`config.mk`:
```
export PLATFORM = sky130hd
export DESIGN_NAME = vga_timing
export DESIGN_NICKNAME = d
export VERILOG_FILES = /design/src/rtl/vga_timing.sv
export SDC_FILE = /design/constraint.sdc
export NUM_CORES = 1
export LEC_CHECK = 0
export CAP_MARGIN = 10
export CORE_ASPECT_RATIO = 1.5
export CORE_MARGIN = 1
export CORE_UTILIZATION = 40
export CTS_CLUSTER_SIZE = 30
export DETAILED_ROUTE_END_ITERATION = 10
export PLACE_DENSITY = 0.66
export SYNTH_ARGS = -nofsm -noshare
export SYNTH_HDL_FRONTEND = slang
export SYNTH_SLANG_ARGS = --single-unit
```
`constraint.sdc`:
```
create_clock -name CLK_PIXEL -period 2.9 [get_ports CLK_PIXEL]
set_clock_uncertainty 0.2 [all_clocks]
set_input_delay 0.58 -clock CLK_PIXEL [delete_from_list [all_inputs] [get_ports CLK_PIXEL]]
set_output_delay 0.58 -clock CLK_PIXEL [all_outputs]
set_load 0.02 [all_outputs]
```
`src/rtl/vga_timing.sv`:
```
// vga_timing: free-running raster timing generator, 800x600 @ 60 Hz (SVGA).
// Produces pixel coordinates, the visible-area flag and H/V sync.
// Optional build macro: VGA_TIMING_NEG_SYNC_EN makes both syncs active-low.
// All registered outputs are decoded from the next-state counters so every
// output describes the same pixel in the same cycle.

module vga_timing #(
    parameter int H_VISIBLE = 800,
    parameter int H_FRONT   = 40,
    parameter int H_SYNC    = 128,
    parameter int H_BACK    = 88,
    parameter int V_VISIBLE = 600,
    parameter int V_FRONT   = 1,
    parameter int V_SYNC    = 4,
    parameter int V_BACK    = 23
) (
    input  logic        CLK_PIXEL,
    input  logic        RST,
    output logic        VGA_HSYNC,
    output logic        VGA_VSYNC,
    output logic [10:0] pixel_x,
    output logic [10:0] pixel_y,
    output logic        on_screen
);

    localparam int H_TOTAL = H_VISIBLE + H_FRONT + H_SYNC + H_BACK;
    localparam int V_TOTAL = V_VISIBLE + V_FRONT + V_SYNC + V_BACK;

    localparam logic [10:0] H_LAST       = 11'(H_TOTAL - 1);
    localparam logic [10:0] V_LAST       = 11'(V_TOTAL - 1);
    localparam logic [10:0] H_VIS_END    = 11'(H_VISIBLE);
    localparam logic [10:0] V_VIS_END    = 11'(V_VISIBLE);
    localparam logic [10:0] H_SYNC_START = 11'(H_VISIBLE + H_FRONT);
    localparam logic [10:0] H_SYNC_LAST  = 11'(H_VISIBLE + H_FRONT + H_SYNC - 1);
    localparam logic [10:0] V_SYNC_START = 11'(V_VISIBLE + V_FRONT);
    localparam logic [10:0] V_SYNC_LAST  = 11'(V_VISIBLE + V_FRONT + V_SYNC - 1);

`ifdef VGA_TIMING_NEG_SYNC_EN
    localparam logic SYNC_ACTIVE = 1'b0;
`else
    localparam logic SYNC_ACTIVE = 1'b1;
`endif

    logic [10:0] x_next;
    logic [10:0] y_next;
    logic        hsync_next;
    logic        vsync_next;
    logic        on_screen_next;

    // Next raster position: x wraps at end of line, y advances on that wrap
    // and itself wraps at end of frame.
    always_comb begin
        x_next = pixel_x + 11'd1;
        y_next = pixel_y;
        if (pixel_x == H_LAST) begin
            x_next = 11'd0;
            if (pixel_y == V_LAST) begin
                y_next = 11'd0;
            end else begin
                y_next = pixel_y + 11'd1;
            end
        end
    end

    // Decode sync windows and visible area from the next position so the
    // registered flags line up with the registered counters.
    always_comb begin
        on_screen_next = (x_next < H_VIS_END) && (y_next < V_VIS_END);
        hsync_next     = ~SYNC_ACTIVE;
        vsync_next     = ~SYNC_ACTIVE;
        if ((x_next >= H_SYNC_START) && (x_next <= H_SYNC_LAST)) begin
            hsync_next = SYNC_ACTIVE;
        end
        if ((y_next >= V_SYNC_START) && (y_next <= V_SYNC_LAST)) begin
            vsync_next = SYNC_ACTIVE;
        end
    end

    // Counter and output registers; reset parks the raster at (0,0) with
    // syncs inactive and the visible flag low.
    always_ff @(posedge CLK_PIXEL or negedge RST) begin
        if (!RST) begin
            pixel_x   <= 11'd0;
            pixel_y   <= 11'd0;
            on_screen <= 1'b0;
            VGA_HSYNC <= ~SYNC_ACTIVE;
            VGA_VSYNC <= ~SYNC_ACTIVE;
        end else begin
            pixel_x   <= x_next;
            pixel_y   <= y_next;
            on_screen <= on_screen_next;
            VGA_HSYNC <= hsync_next;
            VGA_VSYNC <= vsync_next;
        end
    end

endmodule

```
==> flow_summary.toml <==
[synth]
synth_warnings = 0
avgSynthCellArea_sq_um = 9.63
syn_area_sq_um = 1480
syn-num-nets = 159
ys_seq_elements = 25
ys.flop_type = "dfrtp_1"
synth-edff-count = 0
synthCells = 154
synth_cell_types = 47
synthArstFlopShare = 1.00
ys_seq_area_frac = 0.422

[clocking]
cts_tree = "built"
cts_buffer_depth = 2
numCtsBuffers = 3
cts.sinks = 25
clk_latency_ps = 260
holdBufCountCts = 0
clk_pin_slew_worst_paths_ps = 90
h-tree-depth = 1
clock-root-buffer = "clkbuf_8"

[hold_path]
holdCritPathClass = "flop to flop"

[pwr]
ir_drop_mv = 0.251
leakage_uw = 0.000775
pwr_density_cell_nw_per_um2 = 300

[detailed_routing]
ant_nets = 0
avgRoutedWirePerCell_um = 15.5
drc = 0
drtIter0Drc = 29
drt-total-wl_um = 3500
via_count = 1282
first_pass_iters = 4
routed_via_density = 5.70

[setup_path]
crit_chain = "or4_4 > or4_4 > mux2_4 > o21a_1 > nor4b_2 > and4_1"
path_buf_inv = 0
path_max_fanout = 8
worstSetupPathType = "flop to flop"
cpPeakStageDelay_ps = 610
end_kind = "flop"
start_kind = "flop"
arrival_ps = 2790
critPathTopFamily = "simple AND/OR/NAND/NOR gates"
cpMaxStageDelayCell = "or4_4"
cp.required_ps = 2900
cpMostUsedCell = "or4_4"

[sta]
worst_pin_slew_ps = 404
hold_viol_final = 0
drv_slew = 0
fmaxAchievable_mhz = 359
min_period_ps = 2780
rsz0062_at_grt = "false"
max-slew-margin-rel = 0.728
layout_worst_path_cycle_share = 0.959
setup_violations = 0
finalSetupTns_ps = 0

[place]
io_buffers = 26
hpwl_um = 2720
gp_routability_congestion = 0.893

[layout]
antenna_cells = 0
area_growth_pct = 26.2
fillerInstances = 325
drive_above_1_share = 0.153
post-route-util = 0.537
layout.nets = 189

[floorplanning]
rows = 26
dieArea_sq_um = 3960
die_h_um = 76.6
core_sq_um = 3480
die_w_um = 51.7
start_util = 0.426
num_io_pins = 27

[job]
maxCapViolations = 0

[global_route]
grt_max_degree = 26
grt_first_pass_wirelength_um = 5730
antenna_found_initial = 0
track_usage = 0.189
grt_pass1_vias = 1327
grt-ovfl-total = 0

[outcome]
status = "complete, no violations"
-- state kept, by name, summed over array words and instances (netlist names) --
register and cells:
VGA_HSYNC 1, VGA_VSYNC 1, on_screen 1, pixel_x 11, pixel_y 11
-- per-layer routing --
metal / GRT usage / wire length [um] / vias up
met5: 0 / 0 / -
met4: 0.100 / 119 / 0
met3: 0.0220 / 90 / 12
met2: 0.343 / 1910 / 29
met1: 0.204 / 1380 / 614
li1: - / - / 627
-- worst register-to-register path, delay by kind of cell, from the launching register on --
kind | cells | cell delay [ps]
DFF | 1 | 450
muxes | 1 | 320
AOI/OAI and AO/OA | 1 | 200
and+or+nand+nor | 4 | 1560
-- Yosys cell counts (2+ instances only) --
cell type | count | area share
xor2_1 | 5 | 0.030
a31oi_1 | 3 | 0.013
xnor2_1 | 7 | 0.041
nor4_1 | 2 | 0.0084
mux2_2 | 2 | 0.015
nand4_1 | 7 | 0.030
nand2_1 | 10 | 0.025
ha_1 | 3 | 0.025
clkbuf_1 | 5 | 0.013
nor3_1 | 8 | 0.027
dfrtp_1 | 25 | 0.42
nand3_1 | 7 | 0.024
inv_1 | 8 | 0.020
nor2_1 | 10 | 0.025
a21oi_1 | 7 | 0.024
and4_1 | 3 | 0.018
o22ai_1 | 2 | 0.0084
o21ai_0 | 4 | 0.014
and3_1 | 2 | 0.0084
nor4b_1 | 3 | 0.018
o21a_1 | 2 | 0.010
or3_1 | 3 | 0.013
o41ai_1 | 2 | 0.012
-- path summary, 6_finish.rpt --
kind,startpoint,endpoint,slack [ps],depth (start not counted)
min,pixel_x[0]$_DFF_PN0_,pixel_x[0]$_DFF_PN0_,310,1
min reg2reg,pixel_x[0]$_DFF_PN0_,pixel_x[0]$_DFF_PN0_,310,1
min in group asynchronous,RST,pixel_y[3]$_DFF_PN0_,470,2
max,pixel_x[6]$_DFF_PN0_,VGA_VSYNC$_DFF_PN0_,120,6
max reg2reg,pixel_x[6]$_DFF_PN0_,VGA_VSYNC$_DFF_PN0_,120,6
max in group asynchronous,RST,pixel_x[6]$_DFF_PN0_,1760,2
-- final cells by class --
cell class,count,area [sq um],area share
multi-input combinational,114,807,0.431
timing repair buffer,32,305,0.163
inverter,8,30.0,0.0161
clock buffer,4,45.0,0.0241
tap,42,52.6,0.0281
sequential,25,631,0.337
-- stage by stage --
stage | total power [uW] | cells | worst slack (ps) | cell area (sq um) | hold slack, ps
final | 561 | 225 | 118 | 1870 | 314
after global routing | 582 | 225 | 29.2 | 1870 | 342
after CTS | 572 | 225 | 122 | 1870 | 318
after detailed placement | 365 | 221 | 141 | 1820 | 304
after global placement | 364 | 221 | 170 | 1820 | 298
after floorplan | 355 | 154 | 4.92 | 1510 | 84.4
-- power breakdown --
part           switching, uW  leakage, uW  internal, uW
registers                  0     0.000326           348
logic                   6.84     0.000426          2.06
clock network            105    0.0000228          98.1
-- kinds of logic after synthesis --
logic type,count (synthesis),synth area share
DFF,25,0.422
xor gates and xnor gates,12,0.0709
and+or+nand+nor,65,0.265
buffers and inverters,15,0.0439
muxes,3,0.0253
adders and majority gates,3,0.0253
AOI/OAI and AO/OA,31,0.148
-- cell usage in the layout, fill, tap and decap left out, drive strengths merged, types with 4 or more instances in the layout --
cell / instances
clkbuf: 4
nand2: 10
nor3: 9
nor4b: 4
dfrtp: 25
inv: 8
o21ai: 4
nand4: 7
buf: 6
nor2: 10
clkdlybuf4s50: 26
a21oi: 7
xor2: 5
nand3: 7
xnor2: 7
-- repair_timing --
action,CTS,global route
resized for setup,0,1
setup endpoints to repair,0,1
hold endpoints to repair,0,0
buffers inserted,0,0
(Power assumes the default switching activity.)
